### src/rtl/usr_shift_pkg.sv
// usr_shift_pkg: shared command codes, chain select encodings and FSM states
// for the universal shift register controller.
// Build option: USR_SHIFT_ROTATE_EN (used by usr_shift_ctl) turns FILL=1 shifts
// into rotates.
package usr_shift_pkg;

  // Command codes presented on OP
  typedef enum logic [1:0] {
    OP_LOAD = 2'b00,
    OP_SHR  = 2'b01,
    OP_SHL  = 2'b10,
    OP_NOP  = 2'b11
  } op_e;

  // Select shared by every 4-bit slice of the chain
  typedef enum logic [1:0] {
    SEL_LOAD = 2'b00,
    SEL_SHR  = 2'b01,
    SEL_SHL  = 2'b10,
    SEL_HOLD = 2'b11
  } sel_e;

  // Controller states
  typedef enum logic [1:0] {
    ST_IDLE  = 2'b00,
    ST_LOAD  = 2'b01,
    ST_SHIFT = 2'b10,
    ST_FIN   = 2'b11
  } state_e;

  localparam int SLICE_BITS = 4;

  // Chain select used while a shift command is running
  function automatic sel_e shift_sel(input op_e op);
    return (op == OP_SHR) ? SEL_SHR : SEL_SHL;
  endfunction

endpackage

### src/rtl/usr_shift_chain.sv
// usr_shift_chain: WIDTH-bit register built from WIDTH/4 four-bit universal
// shift register slices that share one select. Bit 0 is the MSB; SHR moves
// data toward higher indices, SHL toward lower indices.
// Contents are not reset; the controller always reloads before use.
module usr_shift_chain
  import usr_shift_pkg::*;
#(
  parameter int WIDTH = 36
) (
  input  logic             CLK,
  input  sel_e             sel,
  input  logic             sr_in,
  input  logic             sl_in,
  input  logic [0:WIDTH-1] d,
  output logic [0:WIDTH-1] q
);

  localparam int NSLICE = WIDTH / SLICE_BITS;

  genvar gi;
  generate
    for (gi = 0; gi < NSLICE; gi++) begin : g_slice
      logic [0:SLICE_BITS-1] s_q_reg;
      logic                  s_sr;
      logic                  s_sl;

      // Serial input toward higher index comes from the left neighbour's last bit
      if (gi == 0) begin : g_sr_edge
        assign s_sr = sr_in;
      end else begin : g_sr_link
        assign s_sr = q[gi*SLICE_BITS-1];
      end

      // Serial input toward lower index comes from the right neighbour's first bit
      if (gi == NSLICE - 1) begin : g_sl_edge
        assign s_sl = sl_in;
      end else begin : g_sl_link
        assign s_sl = q[(gi+1)*SLICE_BITS];
      end

      // One universal 4-bit slice: parallel load, shift either way, or hold
      always_ff @(posedge CLK) begin
        case (sel)
          SEL_LOAD: s_q_reg <= d[gi*SLICE_BITS +: SLICE_BITS];
          SEL_SHR:  s_q_reg <= {s_sr, s_q_reg[0:SLICE_BITS-2]};
          SEL_SHL:  s_q_reg <= {s_q_reg[1:SLICE_BITS-1], s_sl};
          default:  s_q_reg <= s_q_reg;
        endcase
      end

      assign q[gi*SLICE_BITS +: SLICE_BITS] = s_q_reg;
    end
  endgenerate

endmodule

### src/rtl/usr_shift_ctl.sv
// usr_shift_ctl: command controller around usr_shift_chain. A command is
// latched in IDLE, loaded into the chain, shifted COUNT times one bit per
// cycle, and the result is published on DOUT with a one-cycle DONE.
// Build option: define USR_SHIFT_ROTATE_EN to make FILL=1 shifts rotate.
module usr_shift_ctl
  import usr_shift_pkg::*;
#(
  parameter int WIDTH = 36
) (
  input  logic             CLK,
  input  logic             RESET,
  input  logic             START,
  input  logic [1:0]       OP,
  input  logic [5:0]       COUNT,
  input  logic             FILL,
  input  logic [0:WIDTH-1] DIN,
  output logic             BUSY,
  output logic             DONE,
  output logic [0:WIDTH-1] DOUT
);

  state_e           state_reg, state_next;
  op_e              op_reg;
  logic [5:0]       cnt_reg;
  logic             fill_reg;
  logic [0:WIDTH-1] din_reg;
  logic [0:WIDTH-1] dout_reg;
  sel_e             sel;
  logic             sr_in, sl_in;
  logic [0:WIDTH-1] chain_q;
  logic             accept;

  // A command is taken only from IDLE and never for NOP
  assign accept = (state_reg == ST_IDLE) && START && (op_e'(OP) != OP_NOP);

  // FSM state register
  always_ff @(posedge CLK or posedge RESET) begin
    if (RESET) state_reg <= ST_IDLE;
    else       state_reg <= state_next;
  end

  // FSM next-state logic; SHIFT leaves after the cycle that uses the last count
  always_comb begin
    state_next = state_reg;
    case (state_reg)
      ST_IDLE:  if (accept) state_next = ST_LOAD;
      ST_LOAD:  state_next = (op_reg == OP_LOAD || cnt_reg == 6'd0) ? ST_FIN : ST_SHIFT;
      ST_SHIFT: if (cnt_reg == 6'd1) state_next = ST_FIN;
      ST_FIN:   state_next = ST_IDLE;
      default:  state_next = ST_IDLE;
    endcase
  end

  // FSM outputs; DOUT shows the chain during FIN so it is valid alongside DONE
  always_comb begin
    sel  = SEL_HOLD;
    BUSY = 1'b0;
    DONE = 1'b0;
    DOUT = dout_reg;
    case (state_reg)
      ST_LOAD: begin
        sel  = SEL_LOAD;
        BUSY = 1'b1;
      end
      ST_SHIFT: begin
        sel  = shift_sel(op_reg);
        BUSY = 1'b1;
      end
      ST_FIN: begin
        DONE = 1'b1;
        DOUT = chain_q;
      end
      default: ;
    endcase
  end

  // Command latch, remaining-count register and result capture
  always_ff @(posedge CLK or posedge RESET) begin
    if (RESET) begin
      op_reg   <= OP_NOP;
      cnt_reg  <= 6'd0;
      fill_reg <= 1'b0;
      din_reg  <= '0;
      dout_reg <= '0;
    end else begin
      if (accept) begin
        op_reg   <= op_e'(OP);
        cnt_reg  <= COUNT;
        fill_reg <= FILL;
        din_reg  <= DIN;
      end else if (state_reg == ST_SHIFT) begin
        cnt_reg <= cnt_reg - 6'd1;
      end
      if (state_reg == ST_FIN) dout_reg <= chain_q;
    end
  end

`ifdef USR_SHIFT_ROTATE_EN
  // FILL=1 wraps the outgoing edge bit back in; FILL=0 still shifts in zeros
  assign sr_in = fill_reg ? chain_q[WIDTH-1] : 1'b0;
  assign sl_in = fill_reg ? chain_q[0]       : 1'b0;
`else
  assign sr_in = fill_reg;
  assign sl_in = fill_reg;
`endif

  usr_shift_chain #(.WIDTH(WIDTH)) u_chain (
    .CLK   (CLK),
    .sel   (sel),
    .sr_in (sr_in),
    .sl_in (sl_in),
    .d     (din_reg),
    .q     (chain_q)
  );

endmodule

### config.mk
export PLATFORM = sky130hd
export DESIGN_NAME = usr_shift_ctl
export DESIGN_NICKNAME = d
export VERILOG_FILES = /design/src/rtl/usr_shift_pkg.sv /design/src/rtl/usr_shift_chain.sv /design/src/rtl/usr_shift_ctl.sv
export SDC_FILE = /design/constraint.sdc
export NUM_CORES = 1
export LEC_CHECK = 0
export ABC_AREA = 1
export CORE_MARGIN = 10
export CORE_UTILIZATION = 53
export DETAILED_ROUTE_END_ITERATION = 10
export GPL_TIMING_DRIVEN = 0
export PLACE_DENSITY_LB_ADDON = 0.15
export SLEW_MARGIN = 40
export SYNTH_ARGS = -nofsm -noshare
export SYNTH_HDL_FRONTEND = slang
export SYNTH_HIERARCHICAL = 1
export SYNTH_SLANG_ARGS = --single-unit
### constraint.sdc
create_clock -name CLK -period 4.85 [get_ports CLK]
set_clock_uncertainty 0.1 [all_clocks]
set_input_delay 1.455 -clock CLK [delete_from_list [all_inputs] [get_ports CLK]]
set_output_delay 1.455 -clock CLK [all_outputs]
set_load 0.02 [all_outputs]
Word-level counts from Yosys, hierarchy flattened
Index checks and enable logic that the tools add are counted.
{"block": "word_totals", "mem_bits_ro": 0, "elab_cells": 57, "ramBits": 0, "mem_count": 0, "register_bits": 119, "latch_bits": 0}
{"block": "classes", "bitwise_logic": 0, "muxes": 20, "add_sub_neg": 1, "n_eq_ne": 10, "shift": 0, "magnitude_cmp": 0, "n_reduce_logical": 11, "n_mul": 0, "div": 0}
{"op": "$pmux 4 s3", "n": 9}
{"op": "$mux 36", "n": 1}
{"op": "$mux 6", "n": 2}
{"op": "$pmux 2 s4", "n": 1}
{"op": "$eq 2x1->1 const B", "n": 3}
{"op": "$eq 2x2->1 const B", "n": 3}
{"op": "$eq 6x1->1 const B", "n": 1}
{"op": "$logic_not 2->1", "n": 3}
{"op": "$logic_not 6->1", "n": 1}
{"op": "$mux 2", "n": 3}
{"op": "$ne 2x2->1 const B", "n": 3}
{"op": "$sub 6x1->6 const B", "n": 1}
{"op": "$pmux 2 s2", "n": 1}
{"op": "$mux 1", "n": 3}
{"op": "$reduce_bool 3->1", "n": 1}
{"op": "$logic_and 1x1->1", "n": 2}
{"op": "$reduce_and 2->1", "n": 1}
{"op": "$reduce_bool 2->1", "n": 1}
{"op": "$reduce_or 2->1", "n": 1}
{"op": "$logic_or 1x1->1", "n": 1}

Logic depth before layout (Yosys ltp)
Gate-level depths: netlist of the first run.
{"block": "logic_depth", "word_depth": 5, "ltp_mapped": 13}

Hierarchy
Netlist of the first run, hierarchy kept.
{"module": "usr_shift_ctl", "seq_area_each_um2": 2079.5, "n_inst": 1, "cells_per_inst": 325, "area_each_um2": 3445.8}
{"module": "usr_shift_chain", "seq_area_each_um2": 1081.0, "n_inst": 1, "cells_per_inst": 274, "area_each_um2": 2110.8}

Worst setup path after synthesis of the first run
Ideal clock, no wire load.
{"block": "synth_path", "path_type": "flip-flop to output port", "start": "register state_reg[0]", "end": "output port DOUT[10] (netlist bit)", "path_buffers": 2, "path_stages_with_launch": 5, "slack_ns": 1.810, "arrival_time_ns": 1.485, "cell_sequence": "dfrtp_1 ha_1 buf_2 buf_4 mux2_2"}
{"block": "synth_between", "elab_chain_len": 2}
{"item": "from (decl)", "line": "usr_shift_ctl.sv:22", "source": "state_e state_reg, state_next;"}
{"item": "from (signal assigned)", "line": "usr_shift_ctl.sv:39", "source": "else state_reg <= state_next;"}
{"item": "$eq 2x2->1", "line": "usr_shift_ctl.sv:60", "source": "case (state_reg)"}
{"item": "$mux 36"}
{"item": "to (decl)", "line": "usr_shift_ctl.sv:19", "source": "output logic [0:WIDTH-1] DOUT"}
No other way between the ends.

Worst setup path after layout of the first run
{"block": "layout_path", "start": "register state_reg[0]", "end": "output port DOUT[22] (netlist bit)"}
The elaborated chain is that of the path after synthesis.

==> results.txt, run 1 <==
* R2R Path Start: state_reg[0]
- Worst Reg-to-Reg Cells: 12
- Of the available clock period, the critical path in the final layout requires 0.868.
* Syn_nets: 657
* Setup slack of the most critical reg-to-reg path: 2.17 ns
- Area of the core: 10300 um^2
- Floorplan row count: 37
* End-of-flow core utilization: 0.696
* Class of the tightest hold or removal check: register to register
- Timing-limited maximum frequency: 0.238 GHz
* Status: finished, final reports clean
- CTS resizes: 0
- The Yosys step of the flow raised 6 warnings.
- Cells after Synth: 599
- The signal on the critical path passes through ha_1 -> buf_2 -> buf_4 -> mux2_2 -> clkdlybuf4s50_1.
- Maximum number of pins on one net before global-route repair: 46
- Clock latency on the worst-skew pair, taken at its later pin, is 0.53 ns.
- Synth Register Bits: 119
- Post-Route Hold Slack: 0.377 ns
- Fraction of the yosys area taken by sequential cells: 0.569
- Post-CTS repair timing setup buffer count: 0
- After the first detailed-routing iteration, the DRC count stood at 347.
- The initial antenna violation count was 0.
* Worst relative slew slack: 0.457
- Setup violations remaining at the end of the flow were counted as 0.
* Clock period minus final worst setup slack: 4.21 ns
* Power, Total: 0.00622 W
- Detailed routing inserted a total of 4279 vias.
- Wire per inst: 15.5 um
* CP Data Required Time: 3.29 ns
- The endpoint identified for the worst register-to-register timing path is u_chain/g_slice[7].s_q_reg[1].
- Layout-stage area growth over the synthesis result: 28.7%
* Slowest stage cell, crit path: clkdlybuf4s50_1
* Post-layout instance count excluding filler cells: 853
- For the pin with the worst max-slew slack, the measured transition is 0.813 ns.
- For this configuration, the core starts out at a cell density of 0.541.
- The critical path ends at DOUT[22].
- Max stage delay on crit path: 0.55 ns
- Counting both buffers and inverters, the worst setup path holds a total of 3.
- Family of cells with the greatest summed delay on the critical path: buffers and inverters
- The floorplan step set the die height to 122 um.
* Wire length reported by the detailed router: 13.2 mm
- All-Layer GR Usage: 0.186
- Antenna Violating Nets Remaining: 0
- Port buffering added 85 buffers.
* Area of the mapped netlist: 5560 um^2
* Worst Setup End Kind: output port
- WP data arrival: 2.65 ns
- In this run the cell area measured after placement is 6610 um^2.
- Wire length of the first global-routing pass: 21.7 mm
- After synthesis, the mean cell area works out to 9.28 um^2.
- In this run, placement finished with an instance count of 821.
- For this design the top-level I/O count stands at 86.
* Quantity of hold-fixing buffers added after cts: 0
- From left edge to right edge, the die measures 122 um.
* Post-Layout Inst Area: 7150 um^2
- Worst Setup SP: state_reg[0]
- Counting buffers and inverters, the worst setup path is 5 cells deep.
* Final Wtd Congestion: 0.815
- For this design, the sink count on the clock tree is 119.
* Vias in the first global route: 4446
- In this run the static leakage power is 3.50 nW.
* VDD IR-drop max: 512 uV
- STA classifies the critical path startpoint as a register.
* Worst Min Path Start: din_reg[26]
* H-tree levels: 4
- 0 antenna diodes ended up in the layout.
- In this run the clock root is driven by a clkbuf_8.
- Clock-pin slew was measured on the worst setup and hold paths at 0.05 ns.
- For this design the ratio of total power to cell area is 869 nW/um^2.
- Fillers: 813
- TritonCTS built the clock tree.
- Number of buffers on the longest clock path: 2
- Using the TritonRoute via totals, the vias-per-cell ratio works out to 5.02.
- The critical path is of the register to output port type.
- Nets@finish: 762
* Grt total ovfl: 0
- Counting distinct cell types in the post-synthesis netlist gives 27.
- Maximum net fanout on the critical path: 10
- The floorplan step defined a die boundary enclosing 15000 um^2.
- Clock buffers created by TritonCTS: 17
- The final count of pins violating max slew came to 0.
- First-pass DRT Iterations: 4
* Ratio of cells with drive above 1 in the final layout: 0.144
* Final Hold Fails: 0
- Summed over all nets, the half-perimeter wirelength after detailed placement is 9.18 mm.
* Setup repair after global routing missed its margin: false
- Max Cap Viol: 0
* # DRC: 0
synthesized netlist by cell type:
| library cell | number | area [um^2] |
|---|---|---|
| inv_4 | 1 | 6.26 |
| a21oi_1 | 5 | 25.0 |
| a21boi_0 | 1 | 7.51 |
| nand2_2 | 2 | 12.5 |
| nor3_1 | 1 | 5.00 |
| a21oi_4 | 1 | 16.3 |
| dfstp_2 | 2 | 52.6 |
| buf_2 | 6 | 30.0 |
| o21bai_1 | 1 | 7.51 |
| buf_6 | 12 | 135 |
| o21ai_1 | 1 | 5.00 |
| nor3_2 | 1 | 10.0 |
| dfrtp_1 | 81 | 2030 |
| mux2_2 | 36 | 405 |
| edfxtp_1 | 36 | 1080 |
| nand3_2 | 1 | 10.0 |
| o21ai_0 | 3 | 15.0 |
| inv_1 | 16 | 60.1 |
| nand3_1 | 9 | 45.0 |
| nor2_1 | 11 | 41.3 |
| buf_4 | 7 | 52.6 |
| buf_8 | 3 | 45.0 |
| nand2_1 | 347 | 1300 |
| o211ai_1 | 2 | 15.0 |
| ha_1 | 10 | 125 |
| nand4_1 | 2 | 12.5 |
| o22ai_1 | 1 | 6.26 |
tightest hold or removal path: cells and delay by family (launching register included):
| kind | cells | cell delay [ns] |
|---|---|---|
| and+or+nand+nor | 2 | 0.10 |
| DFF | 1 | 0.34 |
layout make-up:
cell class | instances | area, um^2 | area share
buffer | 28 | 263 | 0.0367
clock buffer | 24 | 470 | 0.0658
clock inverter | 8 | 72.6 | 0.0101
inverter | 17 | 71.3 | 0.00997
multi-input combinational | 435 | 2070 | 0.289
sequential | 119 | 3160 | 0.442
tap | 136 | 170 | 0.0238
timing repair buffer | 86 | 878 | 0.123
routing by layer:
metal  wire [um]  GRT usage  up-vias
li1            -          -     2101
met1        5660      0.218     2038
met2        6490      0.306      123
met3         898     0.0666       17
met4         197     0.0744        0
met5           0          0        -
placed cells by master, fill, tap and decap left out, drive strengths merged:
cell type / netlist / layout
nand3: 10 / 10
edfxtp: 36 / 36
a21oi: 6 / 6
ha: 10 / 10
nor2: 11 / 11
dfrtp: 81 / 81
clkdlybuf4s50: 0 / 85
inv: 17 / 17
nor3: 2 / 2
nand4: 2 / 2
clkinv: 0 / 4
o211ai: 2 / 2
a21boi: 1 / 1
o21bai: 1 / 1
nand2: 349 / 349
bufinv: 0 / 1
buf: 28 / 29
o22ai: 1 / 1
clkbuf: 0 / 24
mux2: 36 / 36
dfstp: 2 / 2
o21ai: 4 / 4
clkinvlp: 0 / 3
report_power, final:
| part | switching [W] | internal [W] |
|---|---|---|
| sequential | 0.000278 | 0.00173 |
| combinational | 0.00182 | 0.00125 |
| clock | 0.000429 | 0.000715 |
metrics by stage:
stage	setup TNS, ns	worst slack [ns]
floorplan	0	1.16
global placement	-11.23	-0.144
detailed placement	0	1.20
CTS	0	0.608
global route	0	0.524
finish	0	0.643
worst min-delay path by stage:
stage | endpoint | slack, ns | depth (start not counted)
after global placement | din_reg[32] | 0.36 | 2
final | din_reg[26] | 0.38 | 2
after global routing | din_reg[29] | 0.41 | 2
after detailed placement | din_reg[26] | 0.37 | 2
after CTS | din_reg[26] | 0.38 | 2
after floorplan | din_reg[7] | 0.35 | 2
logic make-up after synthesis:
logic type | after synthesis | synth area share
AOI/OAI and AO/OA | 15 | 0.0176
adders and majority gates | 10 | 0.0225
buffers and inverters | 45 | 0.0592
DFF | 119 | 0.569
muxes | 36 | 0.0730
and+or+nand+nor | 374 | 0.259
(Power assumes the default switching activity.)
==> run 2, diff against run 1 <==
--- a/config.mk
+++ b/config.mk
@@ -11,7 +11,8 @@
 export DETAILED_ROUTE_END_ITERATION = 10
 export GPL_TIMING_DRIVEN = 0
 export PLACE_DENSITY_LB_ADDON = 0.15
-export SLEW_MARGIN = 40
+export SKIP_CTS_REPAIR_TIMING = 1
+export SLEW_MARGIN = 0
 export SYNTH_ARGS = -nofsm -noshare
 export SYNTH_HDL_FRONTEND = slang
 export SYNTH_HIERARCHICAL = 1
==> run 2 against run 1 <==
Register-to-register slack lost 0.04 ns. Sequential share of layout area shrank 0.30 points. Flip-flop and latch count stayed put. Via count increased by 2.1%. Power grew 1.7%. Clock power increased by 5%. Critical path type unchanged.
==> results.txt, run 2 (synthesis results as in run 1) <==
* Status: finished, final reports clean
- After detailed routing, the number of vias per cell comes to 5.12.
* Initial antenna violation count: 0
- Antenna fix cells: 0
- The number of global-route vias before repair came to 4446.
- Setup repair after global routing missed its margin: false
* Least setup slack across all paths after layout: 0.639 ns
* HPWL after detailed placement: 9.24 mm
- Routability-driven placement finished with a final weighted congestion of 0.815.
- Number of top-level design ports: 86
- VDD IR-drop max: 546 uV
- Final period util: 0.868
* Nets@finish: 763
- First-pass DRT Iterations: 5
* Worst relative slew slack: 0.533
- From left edge to right edge, the die measures 122 um.
* Root buffer selected by CTS: clkbuf_8
* Top layer in use: met4
- The share of total power dissipated in sequential elements is 0.317.
- Hold timing on the final database bottoms out at a slack of 0.379 ns.
- In this run the worst path has a maximum fanout of 10.
- The floorplan step set the die height to 122 um.
* Routed length on met3: 907 um
- Wire per inst: 15.6 um
- The clock drives 119 sinks.
* Post-Place Worst Slack: 1.19 ns
- The multi-input combinational cells in the finished layout cover a total of 2070 um^2.
* Grt total ovfl: 0
- Net load switching power: 0.00254 W
- The worst setup path is captured at an output port.
- In this run the remaining antenna-violating nets after routing total 0.
* Max stage delay on crit path: 0.56 ns
* DIE AREA: 15000 um^2
- Leakage power total: 3.53 nW
* Floorplan row count: 37
* WP data arrival: 2.66 ns
- Of the cells placed in the final design, the portion with a size suffix greater than 1 is 0.143.
- Layout-stage area growth over the synthesis result: 29.6%
* All-Layer GR Usage: 0.185
* Initial DRC count: 282
- Clock period minus final worst setup slack: 4.21 ns
- The longest clock path from root to sink contains 2 buffers.
* H-tree levels: 4
- Most frequent cells in the layout: nand2_1, clkdlybuf4s50_1, dfrtp_1
* Wire length of the first global-routing pass: 21.7 mm
- Buffers placed on the I/O ports in this run total 85.
- The final count of pins violating max slew was 0.
- Placed inst area: 6640 um^2
* Wire length reported by the detailed router: 13.3 mm
* Maximum number of pins on one net before global-route repair: 46
- Starting density of the core: 0.541
- The internal portion of the total power is 0.00378 W.
* Area of all sequential standard cells: 3160 um^2
- Clock Power Share: 0.189
- Counting the fill cells in the layout gives 799.
- For this block, the via count after detailed routing is 4369.
- The later pin in the worst-skew pair is clocked with a latency of 0.53 ns.
- After detailed routing, the number of remaining DRC violations is 0.
* Pin slew with the least headroom to its limit: 0.700 ns
- Post-Layout Inst Area: 7200 um^2
- Derived from the worst setup path, the maximum achievable clock frequency is 0.237 GHz.
- The floorplan step defined a core boundary enclosing 10300 um^2.
- Clock-pin slew was measured on the worst setup and hold paths at 0.05 ns.
- Type of origin of the critical path: register
- Post-Route Setup TNS: 0 ns
- Kind of critical path: register to output port
- Clock buffers created by TritonCTS: 17
- Class of the tightest hold or removal check: register to register
- CP Data Required Time: 3.29 ns
- The detailed router put a total of 5.65 mm of wire on met1.
- Commonest non-fill, non-tap cell in the layout: nand2_1
* Switching Fraction: 0.402
- Cell area power density: 878 nW/um^2
* Setup-violating endpoint count in the final report: 0
- TritonCTS built the clock tree.
* Slowest stage cell, crit path: clkdlybuf4s50_1
- Final Hold Fails: 0
- Combinational share of power: 0.494
* Wire length on met2: 6.58 mm
- Max-cap violations in this run came to 0.
- Cell breakdown of the critical path: ha_1 -> buf_2 -> buf_4 -> mux2_2 -> clkdlybuf4s50_1
[run 2: final timing paths]
path / startpoint / end / slack, ns / depth (start not counted)
max: state_reg[0] / DOUT[22] / 0.64 / 5
min reg2reg: din_reg[28] / din_reg[28] / 0.38 / 2
min in group asynchronous: RESET / din_reg[23] / 1.22 / 2
max in group asynchronous: RESET / dout_reg[9] / 2.84 / 3
min: din_reg[28] / din_reg[28] / 0.38 / 2
max reg2reg: state_reg[0] / u_chain/g_slice[0].s_q_reg[0] / 2.13 / 8
[run 2: cell type report]
| class | count | area share |
|---|---|---|
| inverter | 17 | 0.00956 |
| clock inverter | 8 | 0.0134 |
| tap | 136 | 0.0236 |
| timing repair buffer | 87 | 0.126 |
| buffer | 28 | 0.0365 |
| multi-input combinational | 435 | 0.287 |
| sequential | 119 | 0.439 |
| clock buffer | 24 | 0.0653 |
[run 2: worst max-delay path: cells and delay by family (launching register included)]
family	cells	cell delay (ns)
buf+inv	3	1.09
mux	1	0.39
flops	1	0.42
fa+ha+maj	1	0.22
[run 2: per-layer routing]
metal,up-vias,track usage
met5,-,0
met4,0,0.0825
met3,21,0.0519
met2,143,0.305
met1,2107,0.221
li1,2098,-
[run 2: metrics by stage]
stage,utilization,power (W),instances
final,0.701,0.00633,854
after global routing,0.701,0.00674,854
after CTS,0.701,0.00636,854
after detailed placement,0.646,0.00512,822
after global placement,0.640,0.00498,820
after floorplan,-,0.00401,599
[run 2: power groups by stage]
| stage | registers (W) | clock network, W | logic [W] |
|---|---|---|---|
| 2_1_floorplan | 0.00191 | 0 | 0.00209 |
| 3_3_place_gp | 0.00200 | 0 | 0.00297 |
| 3_5_place_dp | 0.00201 | 0 | 0.00311 |
| 4_1_cts | 0.00200 | 0.00121 | 0.00314 |
| 5_1_grt | 0.00206 | 0.00126 | 0.00342 |
| 6_report | 0.00200 | 0.00120 | 0.00313 |
==> run 3, diff against run 2 <==
==> constraint.sdc (replaced) <==
create_clock -name CLK -period 4 [get_ports CLK]
set_clock_uncertainty 0.1 [all_clocks]
set_input_delay 1.2 -clock CLK [delete_from_list [all_inputs] [get_ports CLK]]
set_output_delay 1.2 -clock CLK [all_outputs]
set_load 0.02 [all_outputs]
==> run 3 against run 2 <==
Hold slack about the same. Non-clock buffer count unchanged. Highest routed layer unchanged. Critical path type unchanged. Global-route usage unchanged. Largest power group unchanged. Combinational power increased by 21%. Sequential power increased by 21%.
==> results.txt, run 3 (synthesis results as in run 1) <==
- Status: finished, final reports clean
* Root buffer selected by CTS: clkbuf_8
* Area of all sequential standard cells: 3160 um^2
- Row generation in the floorplan step produced 37 rows.
- Placed inst area: 6640 um^2
* Hold Path Stages: 2
* All-Layer GR Usage: 0.185
- End-of-flow core utilization: 0.701
- Leakage power total: 3.53 nW
- The cell family contributing the most delay on the critical path is buffers and inverters.
- Number of top-level design ports: 86
- Vias after detailed routing: 4372
- Ratio of cells with drive above 1 in the final layout: 0.143
- Number of buffers on the longest clock path: 2
- Number of port buffers: 85
- End point of the worst hold path: din_reg[28]
- Die extent in x: 122 um
* Post-Layout Inst Area: 7200 um^2
* Least setup slack across all paths after layout: 0.102 ns
- Leaving out fill and tap cells, the most frequent cells in the layout are nand2_1, clkdlybuf4s50_1, dfrtp_1.
* Total count of max-transition violations in the final report: 0
- Including well taps, the total number of placed cells is 822.
- The floorplan step set the die height to 122 um.
- In this run the critical register-to-register path is launched from state_reg[0].
- The worst setup path is launched from a register.
* Maximum number of pins on one net before global-route repair: 46
- Along the worst path, the maximum fanout reaches 10.
* # DRC: 0
- Global routing finished with a remaining overflow of 0.
- Area of the core: 10300 um^2
- Initial DRC count: 282
* Wire length of the first global-routing pass: 21.7 mm
* Layout-stage area growth over the synthesis result: 29.7%
- After legalization and detailed placement, the total HPWL measured 9.24 mm.
- In this run the number of H-tree levels came out at 4.
* Setup repair after global routing missed its margin: false
- Fillers: 799
- Worst Reg-to-Reg Cells: 8
* First-pass DRT Iterations: 5
* Nets@finish: 763
* Worst relative slew slack: 0.533
* Class of the tightest hold or removal check: register to register
- Worst reg2reg path endpoint: u_chain/g_slice[0].s_q_reg[0]
- The initial utilization of the core area, before any placement, comes to 0.541.
- Post-layout instance count excluding filler cells: 854
- Final Wtd Congestion: 0.815
* Clock tree from TritonCTS: yes
* Wire per inst: 15.6 um
- Pin slew with the least headroom to its limit: 0.700 ns
- Wires add up to 13.3 mm.
- The critical path starts at state_reg[0].
- Via density: 5.12
* Setup slack of the most critical reg-to-reg path: 1.28 ns
- The worst setup path is captured at an output port.
- Count of buffer and inverter cells on the critical path: 3
* Commonest non-fill, non-tap cell in the layout: nand2_1
* Clock period minus final worst setup slack: 3.90 ns
- Setup violations remaining at the end of the flow were counted as 0.
* Vias in the first global route: 4446
* Kind of critical path: register to output port
- Antenna fix cells: 0
* Slowest stage cell, crit path: clkdlybuf4s50_1
* Max stage delay on crit path: 0.56 ns
- The initial antenna violation count is 0.
- The clock net in this run drives a total of 119 sinks.
- Antenna Violating Nets Remaining: 0
- Data on the critical path arrives at its endpoint at 2.60 ns.
- CP Data Required Time: 2.70 ns
* Final Hold Fails: 0
- The multi-input combinational cells in the finished layout cover a total of 2070 um^2.
- Cell area power density: 1060 nW/um^2
- Based on the critical path, the design can be clocked at up to 0.257 GHz.
* Post-Place Worst Slack: 0.599 ns
* Max Cap Viol: 0
- DIE AREA: 15000 um^2
* Worst Min Path Start: din_reg[28]
* VDD IR-drop max: 661 uV
- In the finished design, the share of the clock period the worst path needs comes to 0.975.
* Cell breakdown of the critical path: ha_1 -> clkbuf_4 -> buf_4 -> mux2_2 -> clkdlybuf4s50_1
* Register clock-pin slew on the reported worst setup and hold paths: 0.05 ns
- Later-pin clock latency in the skew report: 0.53 ns
* Clock buffers created by TritonCTS: 17
==> run 3: how the worst max path moves through the flow <==
stage              endpoint  cells past startpoint
2_1_floorplan    cnt_reg[0]                      1
3_3_place_gp   dout_reg[19]                      2
3_5_place_dp       DOUT[22]                      5
4_1_cts            DOUT[22]                      5
5_1_grt            DOUT[22]                      5
6_report           DOUT[22]                      5
==> run 3: worst reg2reg max path, cell delays in order (launching register included) <==
cell     delay [ns]
dfrtp_1        0.43
inv_1          0.10
ha_1           0.33
inv_1          0.16
nor3_1         0.22
a21oi_1        0.12
ha_1           0.20
inv_1          0.51
buf_16         0.25
==> run 3: final cells by class <==
cell class / count / share of cell area
Inverter: 17 / 0.00955
Multi-Input combinational cell: 435 / 0.287
Clock buffer: 24 / 0.0653
Buffer: 28 / 0.0368
Timing Repair Buffer: 87 / 0.126
Clock inverter: 8 / 0.0134
Tap cell: 136 / 0.0236
Sequential cell: 119 / 0.439
==> run 3: metrics by stage <==
stage          setup TNS [ns]  hold WS, ns  power [W]
2_1_floorplan               0        0.349    0.00486
3_3_place_gp           -59.43        0.362    0.00603
3_5_place_dp                0        0.366    0.00621
4_1_cts                     0        0.385    0.00771
5_1_grt                     0        0.404    0.00817
6_report                    0        0.379    0.00767
==> run 3: power breakdown <==
group	total (W)	switching [W]	internal, W
Clock	0.00145	0.000517	0.000931
Combinational	0.00379	0.00222	0.00157
Sequential	0.00243	0.000339	0.00209
==> run 3: routing by layer <==
metal,share of wire,global-route usage
met1,0.42,0.221
met2,0.49,0.305
met3,0.067,0.0519
met4,0.017,0.0825
met5,0,0
